<file path="src/rtl/lap_recorder_pkg.sv">
// Shared stopwatch types and helpers for the lap memory.
package lap_recorder_pkg;

  localparam int BCD_W = 4;

  typedef enum logic {
    LIVE,
    RECALL
  } lap_state_e;

  function automatic logic bcd_ok(input logic [BCD_W-1:0] digit);
    return digit <= 4'd9;
  endfunction

endpackage

</file>
<file path="src/rtl/lap_recorder_edge_rise.sv">
// Rising-edge detector for a debounced button level.
module edge_rise (
  input  logic clk,
  input  logic rst_n,
  input  logic level,
  output logic rise
);

  logic prev_d;
  logic prev_q;

  always_comb prev_d = level;

  always_ff @(posedge clk or negedge rst_n) begin
    if (!rst_n) prev_q <= 1'b0;
    else        prev_q <= prev_d;
  end

  assign rise = level & ~prev_q;

endmodule

</file>
<file path="src/rtl/lap_recorder.sv">
// Lap memory for the stopwatch: captures BCD times into a circular store
// and replays them newest-first toward the seg7 path.
module lap_recorder
  import lap_recorder_pkg::*;
#(
  parameter int DEPTH  = 7,
  parameter int DIGITS = 4
) (
  input  logic                    clk,
  input  logic                    rst_n,
  input  logic [BCD_W*DIGITS-1:0] time_in,
  input  logic                    capture,
  input  logic                    clear,
  input  logic                    recall,
  input  logic                    next,
  output logic [BCD_W*DIGITS-1:0] lap_out,
  output logic [2:0]              lap_idx,
  output logic [3:0]              lap_count,
  output logic                    full,
  output logic                    valid,
  output logic                    bad_bcd
);

  localparam int W     = BCD_W * DIGITS;
  localparam int PTR_W = (DEPTH > 1) ? $clog2(DEPTH) : 1;
  localparam int SUM_W = PTR_W + 1;
  localparam logic [3:0]       DEPTH_C  = 4'(DEPTH);
  localparam logic [PTR_W-1:0] LAST_PTR = PTR_W'(DEPTH - 1);

  logic cap_edge, clr_edge, nxt_edge;

  edge_rise u_cap (.clk(clk), .rst_n(rst_n), .level(capture), .rise(cap_edge));
  edge_rise u_clr (.clk(clk), .rst_n(rst_n), .level(clear),   .rise(clr_edge));
  edge_rise u_nxt (.clk(clk), .rst_n(rst_n), .level(next),    .rise(nxt_edge));

  lap_state_e       state_d, state_q;
  logic [PTR_W-1:0] wr_ptr_d, wr_ptr_q;
  logic [PTR_W-1:0] rd_age_d, rd_age_q;
  logic [3:0]       count_d, count_q;
  logic             bad_d, bad_q;
  logic [W-1:0]     lap_out_d, lap_out_q;
  logic [2:0]       lap_idx_d, lap_idx_q;
  logic             valid_d, valid_q;
  logic             full_d, full_q;

  logic [W-1:0]     slot_q [DEPTH];
  logic             slot_we;
  logic             digits_ok;
  logic [SUM_W-1:0] rd_sum;
  logic [SUM_W-1:0] age_inc;
  logic [PTR_W-1:0] rd_idx;

  // Newest lap sits just behind wr_ptr; bias by DEPTH so the subtraction never underflows.
  always_comb begin
    rd_sum  = SUM_W'(wr_ptr_q) + SUM_W'(DEPTH - 1) - SUM_W'(rd_age_q);
    rd_idx  = (rd_sum >= SUM_W'(DEPTH)) ? PTR_W'(rd_sum - SUM_W'(DEPTH)) : PTR_W'(rd_sum);
    age_inc = SUM_W'(rd_age_q) + SUM_W'(1);
  end

  always_comb begin
    digits_ok = 1'b1;
    for (int i = 0; i < DIGITS; i++) begin
      if (!bcd_ok(time_in[i*BCD_W +: BCD_W])) digits_ok = 1'b0;
    end
  end

  always_comb begin
    state_d  = state_q;
    wr_ptr_d = wr_ptr_q;
    rd_age_d = rd_age_q;
    count_d  = count_q;
    bad_d    = bad_q;
    slot_we  = 1'b0;

    if (clr_edge) begin
      count_d  = '0;
      wr_ptr_d = '0;
      rd_age_d = '0;
      bad_d    = 1'b0;
    end else if (cap_edge) begin
      if (digits_ok) begin
        slot_we  = 1'b1;
        wr_ptr_d = (wr_ptr_q == LAST_PTR) ? '0 : wr_ptr_q + 1'b1;
        count_d  = (count_q == DEPTH_C) ? count_q : count_q + 4'd1;
        rd_age_d = '0;
      end else begin
        bad_d = 1'b1;
      end
    end else if (nxt_edge && (state_q == RECALL) && (count_q != 4'd0)) begin
      rd_age_d = (age_inc == SUM_W'(count_q)) ? '0 : PTR_W'(age_inc);
    end

    case (state_q)
      LIVE: begin
        rd_age_d = '0;
        if (recall) state_d = RECALL;
      end
      RECALL: if (!recall) state_d = LIVE;
      default: state_d = LIVE;
    endcase

    // Display data trails the control outputs by one cycle.
    if (state_q == LIVE)          lap_out_d = time_in;
    else if (count_q == 4'd0)     lap_out_d = '0;
    else                          lap_out_d = slot_q[rd_idx];

    lap_idx_d = (state_d == RECALL) ? 3'(rd_age_d) : 3'd0;
    valid_d   = (state_d == RECALL) && (count_d != 4'd0);
    full_d    = (count_d == DEPTH_C);
  end

  always_ff @(posedge clk or negedge rst_n) begin
    if (!rst_n) begin
      state_q   <= LIVE;
      wr_ptr_q  <= '0;
      rd_age_q  <= '0;
      count_q   <= '0;
      bad_q     <= 1'b0;
      lap_out_q <= '0;
      lap_idx_q <= '0;
      valid_q   <= 1'b0;
      full_q    <= 1'b0;
    end else begin
      state_q   <= state_d;
      wr_ptr_q  <= wr_ptr_d;
      rd_age_q  <= rd_age_d;
      count_q   <= count_d;
      bad_q     <= bad_d;
      lap_out_q <= lap_out_d;
      lap_idx_q <= lap_idx_d;
      valid_q   <= valid_d;
      full_q    <= full_d;
    end
  end

  always_ff @(posedge clk) begin
    if (slot_we) slot_q[wr_ptr_q] <= time_in;
  end

  assign lap_out   = lap_out_q;
  assign lap_idx   = lap_idx_q;
  assign lap_count = count_q;
  assign full      = full_q;
  assign valid     = valid_q;
  assign bad_bcd   = bad_q;

endmodule

</file>
<file path="config.mk">
export PLATFORM = sky130hd
export DESIGN_NAME = lap_recorder
export DESIGN_NICKNAME = d
export VERILOG_FILES = /design/src/rtl/lap_recorder_pkg.sv /design/src/rtl/lap_recorder_edge_rise.sv /design/src/rtl/lap_recorder.sv
export SDC_FILE = /design/constraint.sdc
export NUM_CORES = 1
export LEC_CHECK = 0
export ABC_CLOCK_PERIOD_IN_PS = 3050
export CORE_ASPECT_RATIO = 1.5
export CORE_UTILIZATION = 40
export CTS_CLUSTER_SIZE = 30
export DETAILED_ROUTE_END_ITERATION = 16
export PLACE_DENSITY_LB_ADDON = 0.08
export REMOVE_ABC_BUFFERS = 1
export SLEW_MARGIN = 0
export SYNTH_ARGS = -nofsm -noshare
export SYNTH_HDL_FRONTEND = slang
export SYNTH_SLANG_ARGS = --single-unit
</file>
<file path="constraint.sdc">
create_clock -name clk -period 3.05 [get_ports clk]
set_input_delay 0.305 -clock clk [delete_from_list [all_inputs] [get_ports clk]]
set_output_delay 0.305 -clock clk [all_outputs]
set_load 0.005 [all_outputs]
</file>
Word-level counts from Yosys, hierarchy flattened:

Memory sizes are Yosys's and may differ from the RTL's.
Index checks and enable logic that the tools add are counted.
W data, S select, Z words.

* register bits: 36
* RAM bits: 112
* input bits: 22
* output and inout bits: 26
* logic and storage cells: 76
* memories kept: 1

* $add $sub $neg: 6
* magnitude comparators: 5
* equal/unequal tests: 5
* mux-type cells: 31
* bitwise logic cells: 6
* reductions and logical operators: 10

Memories
* slot_q: words 7, bits a word 16, read ports 1, clocked after Yosys merged registers in 0, wr ports 1, RTL line lap_recorder.sv:46 `logic [W-1:0] slot_q [DEPTH];`

Operators by type and width (count)
* $mux W3: 12
* $mux W16: 2
* $le A4 B4 Y1 const B: 4
* $mux W4: 4
* $mux W1: 13
* $eq A4 B3 Y1 const B: 2
* $reduce_bool A4 Y1: 2
* $add A3 B1 Y4 const B: 1
* $add A3 B3 Y4 const B: 1
* $add A4 B1 Y4 const B: 1
* $eq A4 B4 Y1: 1
* $ge A4 B3 Y1 const B: 1
* $logic_not A4 Y1: 1
* $reduce_and A2 Y1: 2
* $reduce_bool A2 Y1: 2
* $sub A4 B3 Y4: 1
* $add A3 B1 Y3 const B: 1
* $and A1 B1 Y1: 3
* $eq A3 B3 Y1 const B: 1
* $logic_and A1 B1 Y1: 3
* $not A1 Y1: 3
* $sub A3 B3 Y3 const B: 1
* $ne A2 B2 Y1 const B: 1

Longest topological paths before layout:

Gate-level depths: netlist of the first run.

* depth in word-level cells: 10
* gate-level depth with buffers: 12
* gate-level depth less buffers: 10

Hierarchy:

Synthesis of the first run repeated with hierarchy kept, for this count alone.

* cells, all modules: 448
* area total of the unflattened synthesis: 6570.1 sq um

By module, submodules not included
* lap_recorder: instances 1, cells an instance 442, area each 6453.7 sq um, sequential area each 4189.0 sq um
* edge_rise: instances 3, cells an instance 2, area each 38.8 sq um, sequential area each 25.0 sq um

Least setup slack after synthesis of the first run:

OpenSTA, ideal clock, no wires.

* kind: register to register
* start point: register wr_ptr_q[1]
* end point: register lap_out_q[10] (netlist: lap_out[10])
* library setup time: 0.139 ns
* arrival time: 2.706 ns
* required time: 2.911 ns
* path slack: 0.205 ns
* cell stages (with the launch flop): 12
* path buffers: 1
* clock period less this slack: 2.845 ns
* cells stage by stage: dfrtp_1 inv_1 ha_1 inv_1 ha_1 fa_1 nand2_1 a211oi_2 clkbuf_1 o21bai_1 nand4_1 o2111ai_1

* word-level cells in the longest chain between the ends: 7
* elaborated cells on any way between the ends: 8
* classes of those cells: add/sub (3); order compare (1); mux (3); memory (1)

RTL lines
* start: declaration: RTL line lap_recorder.sv:37 `logic [PTR_W-1:0] wr_ptr_d, wr_ptr_q;`
* start signal: assignment: RTL line lap_recorder.sv:125 `wr_ptr_q <= wr_ptr_d;`
* $add A3 B3 Y4 (*): RTL line lap_recorder.sv:55 `rd_sum = SUM_W'(wr_ptr_q) + SUM_W'(DEPTH - 1) - SUM_W'(rd_age_q);`
* $sub A4 B3 Y4 (*): RTL line lap_recorder.sv:55
* $ge A4 B3 Y1 or $sub A3 B3 Y3 (tied branches): RTL line lap_recorder.sv:56 `rd_idx = (rd_sum >= SUM_W'(DEPTH)) ? PTR_W'(rd_sum - SUM_W'(DEPTH)) : PTR_W'(rd_sum);`
* $mux W3 (*): RTL line lap_recorder.sv:56
* $mem_v2 Z7 W16 (*)
* $mux W16 (*): RTL line lap_recorder.sv:104 `else if (count_q == 4'd0) lap_out_d = '0;`
* $mux W16 (*): RTL line lap_recorder.sv:103 `if (state_q == LIVE) lap_out_d = time_in;`
* net lap_out_d[10]: RTL line lap_recorder.sv:41 `logic [W-1:0] lap_out_d, lap_out_q;`
* end signal: assignment: RTL line lap_recorder.sv:129 `lap_out_q <= lap_out_d;`
* end: declaration: RTL line lap_recorder.sv:41

The timed path passes the listed nets; every way through them passes the cells marked *.
A chain may end at the register's enable or synchronous reset.

Worst setup path in the final report of the first run:

* start point: register wr_ptr_q[1]
* end point: register lap_out_q[11] (netlist: lap_out[11])

The elaborated chain is that of the path after synthesis.

==> metrics.txt, run 1 <==
Netlist cell types 53; Finish-stage setup viols 0; first-pass GRT wire length between 20000 and 30000 um; FFs w/ async S/R, synth between 20 and 25%; worst r2r path cells 12; maxcap violations 0; Port Buffers 47; Leakage between 3 and 4 nW; final core utilization 51.62%; initial DRC count 231; setup slack at placement between 70 and 80 ps; Critical Path Start wr_ptr_q[1]; met1 global-route usage about 25%; GR Util met3 around 4.9%; Slew HR 34.73%; largest net degree at the start of global routing 47; skew final a little under 10 ps; DIE WIDTH 106.9 um; worst flop-to-flop path endpoint lap_out[11]; Synth Cell Area approximately 0.0066 mm2; CTS Root Cell clkbuf_16; Area Overhead vs Synth 26.54%; Pwr Density ~600 mW/mm2; Register Area between 0.004 and 0.005 mm2; Final WS setup between 100 and 150 ps; Initial Util 40.79%; vias per cell 5.619; FMAX between 300 and 400 MHz; WL per Instance roughly 21 um; synth top area cells edfxtp_1, dfrtp_1, o211ai_1; GR Util met2 between 30% and 40%; GRT Util Overall a little over a fifth; Routed Antenna Nets 0; final hold slack between 40 and 50 ps; worst min-delay path class in2async; outcome finished, final reports clean; Post-CTS Setup Repair Bufs 0; Post-synth EDFFs 112; global routing's busiest layer met2; Min Clock Period, post-route 2903 ps; crit path capture type flop; Remaining DRCs 0; FP Rows 57; CTS Sinks ~150; RePlAce Congestion approximately 0.83; #FFs+latches synth about 150; unrepaired setup endpoints after global routing true; Die Height 159.4 um; Crit path arrival time ~3200 ps; post-synth top area cell edfxtp_1; post-route clock period utilization between 90% and 100%; Vias ~4500; total congestion overflow 0; Post-CTS Hold Buffers 0; number of fillers in the final layout 1382; CP Launch Type flop; CP required approximately 3300 ps; critical path class reg2reg; measured slew at the worst slew-check pin around 1000 ps; first-pass iteration count of the detailed router 4; final wirelength roughly 17000 um; Synth top area share between 50% and 60%; Slew Viols, Final 0; worst r2r src wr_ptr_q[1]; vias in the first global route between 4000 and 5000; die area approximately 0.017 mm2; CTS tree done; flop2flop setup slack 150 ps; Final Hold Viols 0; synth warn 0; Avg Cell Area, Syn 13.21 um2; post-synthesis cell count 500; Post-synth top flop edfxtp_1; VDD IR-drop max between 0.0003 and 0.0004 V; layout cell share with drive strength beyond 1 ~16%; hpwl dp approximately 11000 um; initial antenna violation count 0; core footprint 0.01619 mm2; ant diodes 0; placed cells about 770; htree depth 4; clock buffer depth 2; footprint of the multi-input gates 0.002126 mm2; Max Fanout on Critical Path 35; total CTS buffers 17; clock-pin slew on the worst setup and hold paths approximately 60 ps; worst setup path end lap_out[11]; non-filler cells, final 800; Ports 48; Seq/Total Area, Yosys around 65%; Nets a little over 600; clk_lat worst skew around 420 ps
[metrics by stage]
stage	TNS, ps	instance area (um2)	total power, mW
floorplan	-10560	6465	2.427
global placement	0	7682	2.660
detailed placement	0	7682	2.667
CTS	0	8343	5.000
global route	-24.20	8357	5.111
finish	0	8357	4.952
[Yosys cell counts (3+ instances only)]
cell,number
a21boi_0,30
nor4_1,4
a21oi_1,7
edfxtp_1,112
nor2b_1,3
mux2i_1,4
nand2b_1,4
nand4_1,16
o2111ai_1,16
ha_1,8
and3_1,31
a21o_1,15
o21ai_0,8
a211oi_1,3
inv_1,32
clkbuf_1,18
nor3_1,9
nand3_1,9
o211ai_1,33
buf_2,7
nor2_1,16
o21bai_1,30
dfrtp_1,36
nand2_1,13
[cell families after synthesis]
kind of cell,share of synthesized area [%]
flops,64.57
xor+xnor,1.251
mux,0.7768
buf+inv,3.922
fa+ha+maj,1.819
compound gates,18.25
simple gates,9.417
[power by group]
part	leakage [nW]	switching (mW)	total, mW	internal (mW)
logic	1.50	0.245	0.414	0.169
registers	1.48	0.0121	2.21	2.20
clock network	0.314	0.845	2.33	1.48
total	3.29	1.10	4.95	3.85
[worst min path at each step]
stage | endpoint | depth (start not counted) | start | slack (ps)
6_report | lap_out[0] | 1 | rst_n | 40
5_1_grt | lap_out[0] | 1 | rst_n | 100
4_1_cts | lap_out[0] | 1 | rst_n | 50
3_5_place_dp | lap_out[0] | 1 | rst_n | 510
3_3_place_gp | bad_bcd | 2 | bad_bcd | 500
2_1_floorplan | bad_bcd | 0 | rst_n | 9
[per-layer routing]
metal,share of wire (%),wire (um),vias up
li1,-,-,2093
met5,0,0,-
met2,52,8768,115
met3,3.8,632,28
met4,2.6,437,0
met1,41,6944,2259
[timing repair]
action | in CTS | in global routing
endpoints found under the setup margin | 0 | 16
hold endpoints to repair | 0 | 0
gates resized for setup | 0 | 2
[registers in the layout, indices dropped and copies added, names as in the netlist]
register	cells
bad_bcd	1
full	1
lap_count	4
lap_idx	3
lap_out	16
rd_age_q	3
slot_q	112
state_q	1
u_cap.prev_q	1
u_clr.prev_q	1
u_nxt.prev_q	1
valid	1
wr_ptr_q	3
[cell type report]
cell class,instances,area share (%)
sequential,148,51.03
multi-input combinational,290,25.44
timing repair buffer,92,11.11
clock buffer,18,5.255
tap,206,3.084
clock inverter,14,2.650
inverter,32,1.437
[cell usage in the layout, fill, tap and decap left out, drive strengths merged, types with 4 or more instances in the layout]
cell	n
nor4	6
nor2	16
bufinv	5
o2111ai	16
dfrtp	36
o21bai	30
nand3	9
and3	31
a21oi	7
inv	36
clkbuf	18
a21o	15
nor3	9
buf	46
a21boi	32
edfxtp	112
o21ai	11
nand2b	4
o211ai	33
mux2i	4
a211oi	5
clkdlybuf4s50	46
nand2	13
ha	8
nand4	16
[worst max-delay path: stages, from the launching register on]
cell and delay (ps):
dfrtp_1 380, inv_1 80, ha_1 280, inv_1 40
ha_1 210, fa_2 420, xor2_4 230, buf_4 180
o21ai_4 260, buf_12 220, a21boi_0 110, o211ai_1 200
o2111ai_1 140
Note: power is estimated with default switching activity, not from simulation.
==> inputs of run 2 (changes only) <==
CORE_MARGIN = 2   (was default)
GPL_ROUTABILITY_DRIVEN = 1   (was default)
==> metrics.txt, run 2 (same netlist as run 1, synthesis figures left out) <==
Reg with most FFs slot_q; final core utilization 51.07% (-0.55 points); commonest non-fill, non-tap cell in the layout edfxtp_1; clock share of power 45.9% (-1.1 points); RePlAce Congestion 0.8171 (-1.4%); Psw 1.081 mW (-1.9%); commonest cells after routing, fill and taps aside edfxtp_1, clkdlybuf4s50_1, buf_4; worst flop-to-flop path endpoint lap_out[14]; Leakage 3.259 nW (-0.91%); outcome finished, final reports clean; unrepaired setup endpoints after global routing false; Max Fanout on Critical Path 56 (+60%); final wirelength 16480 um (-1.8%); Min Clock Period, post-route 2876 ps (-26.97 ps); placed cells 766 (-0.26%); CP required 3320 ps (-20 ps); CP max stage delay 420 ps (about the same); Post-CTS Setup Repair Bufs 0 (unchanged); Die Height 161.4 um (+1.3%); placed instance area 0.007617 mm2 (-0.85%); Finish-stage setup viols 0 (unchanged); footprint of the multi-input gates 0.002126 mm2 (unchanged); Remaining DRCs 0 (unchanged); worst r2r src wr_ptr_q[1]; maxcap violations 0 (unchanged); TNS Setup 0 ps (unchanged); worst r2r path cells 11 (-1); Slew HR 36.73% (+2.0 points); CP Launch Type flop; combinational power share 8.5% (about the same); DIE WIDTH 108.9 um (+1.9%); crit path capture type flop; Port Buffers 47 (unchanged); CP cell instances inv_1 > ha_1 > inv_1 > ha_1 > fa_2 > xnor2_2 > nand3_2 > buf_12 > and3_1 > o211ai_1 > o2111ai_1; Ports 48 (unchanged); register share of total power 45.6% (+1.0 points); VDD IR-drop max 0.0003370 V (-14%); Cell Int Power 3.768 mW (-2.2%); initial DRC count 217 (-6.1%); clock buffer depth 2 (unchanged); core footprint 0.01619 mm2 (unchanged); Post-CTS Hold Buffers 0 (unchanged); Nets 610 (-0.33%); first-pass GRT wire length 25920 um (-1.3%); total congestion overflow 0 (unchanged); die area 0.01757 mm2 (+3.1%); clk_lat worst skew 410 ps (about the same); Register Area 0.004264 mm2 (unchanged); Slew Viols, Final 0 (unchanged); first-pass iteration count of the detailed router 4 (unchanged); Routed Antenna Nets 0 (unchanged); WL per Instance 20.65 um (-1.6%); clock-pin slew on the worst setup and hold paths 60 ps (about the same); measured slew at the worst slew-check pin 949.1 ps (-29.90 ps); vias in the first global route 4565 (-2.2%); CP Buf/Inv Count 3 (-1); CTS tree done; Pwr Density 586.4 mW/mm2 (-1.0%); ant diodes 0 (unchanged); fin area 0.008268 mm2 (-1.1%); initial antenna violation count 0 (unchanged); FMAX 347.7 MHz (+0.94%); critical path class reg2reg; htree depth 4 (unchanged); non-filler cells, final 798 (-0.25%); largest net degree at the start of global routing 57 (+21%); FP Rows 57 (unchanged); Critical Path Start wr_ptr_q[1]; final hold slack 35.15 ps (-7.645 ps); Final WS setup 174.2 ps (+26.97 ps); CTS Root Cell clkbuf_16; number of fillers in the final layout 1366 (-1.2%); layout cell share with drive strength beyond 1 15.71% (-0.28 points); total CTS buffers 17 (unchanged); skew final 13.01 ps (+3.354 ps); Switching Share 22.29% (+0.045 points); critical path's top delay family adder cells; Power Total 4.848 mW (-2.1%); worst setup path end lap_out[14]; Crit path arrival time 3140 ps (-50 ps); hpwl dp 10450 um (-1.6%); post-route clock period utilization 94.29% (-0.88 points); CTS Sinks 148 (unchanged); Slowest-stage cell, CP fa_2; setup slack at placement -6.846 ps (-81.04 ps); flop2flop setup slack 170 ps (+30 ps); WP depth 11 (-1); Final Hold Viols 0 (unchanged); Initial Util 40.79% (unchanged); GRT Util Overall 20.01% (-1.1 points); Largest register FFs 112 (unchanged); worst min-delay path class in2async; Area Overhead vs Synth 25.20%; vias per cell 5.607 (-0.22%); Vias 4474 (-0.47%)
## run 2: cell count changes in the layout (fill, tap and decap cells not counted)
cell / before / now
buf_4: 35 / 37
buf_12: 10 / 6
bufinv_16: 5 / 4
inv_6: 4 / 5
clkinv_2: 1 / 2
clkinvlp_4: 3 / 2
## run 2: layout make-up
class / count / area share, %
Clock buffer: 18 / 5.312
Clock inverter: 14 / 2.391
Inverter: 32 / 1.453
Multi-Input combinational cell: 290 / 25.71
Sequential cell: 148 / 51.57
Tap cell: 206 / 3.117
Timing Repair Buffer: 90 / 10.44
## run 2: power groups by stage
stage	logic [mW]	clock network, mW	registers, mW
after floorplan	0.171	0	2.26
after global placement	0.406	0	2.25
after detailed placement	0.413	0	2.25
after CTS	0.415	2.27	2.21
after global routing	0.450	2.36	2.21
final	0.412	2.23	2.21
## run 2: worst reg2reg max path, stage by stage (launching register included)
cell	delay, ps
dfrtp_1	390
inv_1	110
ha_1	290
inv_1	40
ha_1	210
fa_2	420
xnor2_2	290
nand3_2	190
buf_12	230
and3_1	250
o211ai_1	190
o2111ai_1	140
## run 2: worst min-delay path by stage
| stage | from | to | cells after the start |
|---|---|---|---|
| finish | rst_n | lap_out[8] | 1 |
| global route | rst_n | lap_out[4] | 1 |
| CTS | rst_n | lap_out[5] | 1 |
| detailed placement | bad_bcd | bad_bcd | 2 |
| global placement | bad_bcd | bad_bcd | 2 |
| floorplan | rst_n | bad_bcd | 0 |
## run 2: layer usage
layer	GRT usage (%)	vias to the layer above	part of all wire (%)
met5	0	-	0
li1	-	2085	-
met2	34.87	115	53
met3	4.197	18	3.5
met4	7.284	0	2.4
met1	24.04	2256	41
## run 2: repair_timing
item | 4_1_cts | 5_1_grt
setup endpoints to repair | 5 | 15
gates cloned | 0 | 0
pin swaps | 0 | 1
resized for setup | 1 | 1
==> inputs of run 3 (changes only) <==
ABC_CLOCK_PERIOD_IN_PS = 3650   (was 3050)
clock period = 3.65 ns   (was 3.05 ns; I/O delays follow)
==> metrics.txt, run 3 (same netlist as run 1, synthesis figures left out) <==
Final Hold Viols 0 (unchanged); Slew Viols, Final 0 (unchanged); Remaining DRCs 0 (unchanged); Cell Int Power 3.119 mW (-17%); Finish-stage setup viols 0 (unchanged); Psw 908.0 uW (-16%); FMAX 294.7 MHz (-15%); Post-CTS Setup Repair Bufs 0 (unchanged); CTS tree done; CTS Root Cell clkbuf_16; Vias 4409 (-1.5%); core footprint 0.01619 mm2 (unchanged); vias per cell 5.645 (+0.69%); Max Fanout on Critical Path 21 (-63%); initial DRC count 214 (-1.4%); Port Buffers 47 (unchanged); commonest non-fill, non-tap cell in the layout edfxtp_1; skew final 8.784 ps (-4.222 ps); flop2flop setup slack 260 ps (+80 ps); DIE WIDTH 108.9 um (unchanged); final hold slack 88.59 ps (+53.44 ps); register share of total power 45.9% (+0.3 points); Largest register FFs 112 (unchanged); Reg with most FFs slot_q; layout cell share with drive strength beyond 1 12.70% (-3.0 points); worst min-delay path class in2async; CTS Sinks 148 (unchanged); critical path class reg2reg; fin area 0.008098 mm2 (-2.1%); Critical Path Start wr_ptr_q[1]; post-CTS sizing 0 (-1); Nets 593 (-2.8%); total congestion overflow 0 (unchanged); vias in the first global route 4542 (-0.50%); post-route clock period utilization 92.96% (-1.3 points); initial antenna violation count 0 (unchanged); number of fillers in the final layout 1398 (+2.3%); largest net degree at the start of global routing 49 (-14%); TNS Setup 0 ps (unchanged); measured slew at the worst slew-check pin 934.8 ps (-14.32 ps); FP Rows 57 (unchanged); htree depth 4 (unchanged); CP Launch Type flop; Slew HR 37.68% (+0.95 points); die area 0.01757 mm2 (unchanged); worst r2r src wr_ptr_q[1]; clock share of power 46.1% (+0.2 points); Min Clock Period, post-route 3393 ps (+517.2 ps); first-pass iteration count of the detailed router 4 (unchanged); Leakage 3.156 nW (-3.2%); Routed Antenna Nets 0 (unchanged); unrepaired setup endpoints after global routing false; VDD IR-drop max 0.0003120 V (-7.4%); commonest cells after routing, fill and taps aside edfxtp_1, clkdlybuf4s50_1, dfrtp_1; ant diodes 0 (unchanged); Power Total 4.027 mW (-17%); clock buffer depth 2 (unchanged); WL per Instance 20.98 um (+1.6%); Switching Share 22.55% (+0.26 points); Crit path arrival time 3670 ps (+530 ps); placed instance area 0.007452 mm2 (-2.2%); outcome finished, final reports clean; Pwr Density 497.3 mW/mm2 (-15%); total CTS buffers 17 (unchanged); first-pass GRT wire length 25440 um (-1.9%); clk_lat worst skew 420 ps (about the same); crit path capture type flop; maxcap violations 0 (unchanged); Post-CTS Hold Buffers 0 (unchanged); Ports 48 (unchanged); Die Height 161.4 um (unchanged); final wirelength 16380 um (-0.58%); final core utilization 50.02% (-1.1 points); GRT Util Overall 19.72% (-0.29 points); Area Overhead vs Synth 22.62%; hpwl dp 10260 um (-1.7%); RePlAce Congestion 0.7742 (-5.3%); CP required 3930 ps (+610 ps); combinational power share 8.0% (-0.5 points); Initial Util 40.79% (unchanged); clock-pin slew on the worst setup and hold paths 60 ps (about the same)
-- run 3: cell types whose count changed in the layout (fill, tap and decap cells not counted), sizes merged --
| cell | previous run | this run |
|---|---|---|
| buf | 44 | 27 |
| clkinvlp | 2 | 3 |
| inv | 37 | 36 |
-- run 3: through the flow --
stage / instances / setup WS (ps)
6_report: 781 / 257.0
5_1_grt: 781 / 28.15
4_1_cts: 781 / 204.0
3_5_place_dp: 749 / 223.2
3_3_place_gp: 749 / 240.9
2_1_floorplan: 470 / -60.38
-- run 3: power groups by stage --
stage / registers, mW / clock network [mW] / logic [mW]
final: 1.85 / 1.85 / 0.324
after floorplan: 1.88 / 0 / 0.143
after global placement: 1.88 / 0 / 0.319
after detailed placement: 1.88 / 0 / 0.325
after CTS: 1.85 / 1.89 / 0.327
after global routing: 1.85 / 1.97 / 0.357
-- run 3: cell type report --
class | count | area [um2] | share of cell area [%]
repair buffers | 73 | 698.2 | 8.622
multi-input cells | 290 | 2127 | 26.27
well taps | 206 | 257.7 | 3.183
clock inverters | 14 | 201.4 | 2.488
flip-flops and latches | 148 | 4264 | 52.66
inverters | 32 | 120.1 | 1.483
clock buffers | 18 | 429.2 | 5.300
-- run 3: layer usage --
| metal | part of all wire [%] | vias up | wire length, um | GRT usage (%) |
|---|---|---|---|---|
| met2 | 54 | 97 | 8788 | 34.36 |
| met4 | 1.6 | 0 | 267 | 7.110 |
| met5 | 0 | - | 0 | 0 |
| li1 | - | 2052 | - | - |
| met3 | 3.6 | 16 | 585 | 4.036 |
| met1 | 41 | 2244 | 6740 | 23.79 |
-- run 3: critical path, stage by stage, from the launching register on --
cell and delay, ps:
dfrtp_1 380, inv_1 100, ha_1 280, inv_1 40, ha_1 210, fa_1 620, and2_1 300, o21ai_4 550
buf_4 330, a21boi_0 110, o211ai_1 190, o2111ai_1 140
-- run 3: worst paths after layout --
check                                    to  cells past startpoint
worst max-delay path            lap_out[12]                     11
worst min-delay path             lap_out[8]                      1
worst max register to register  lap_out[12]                     11
worst min register to register      bad_bcd                      2
max in group asynchronous        lap_idx[1]                      1
min in group clk                    state_q                      1
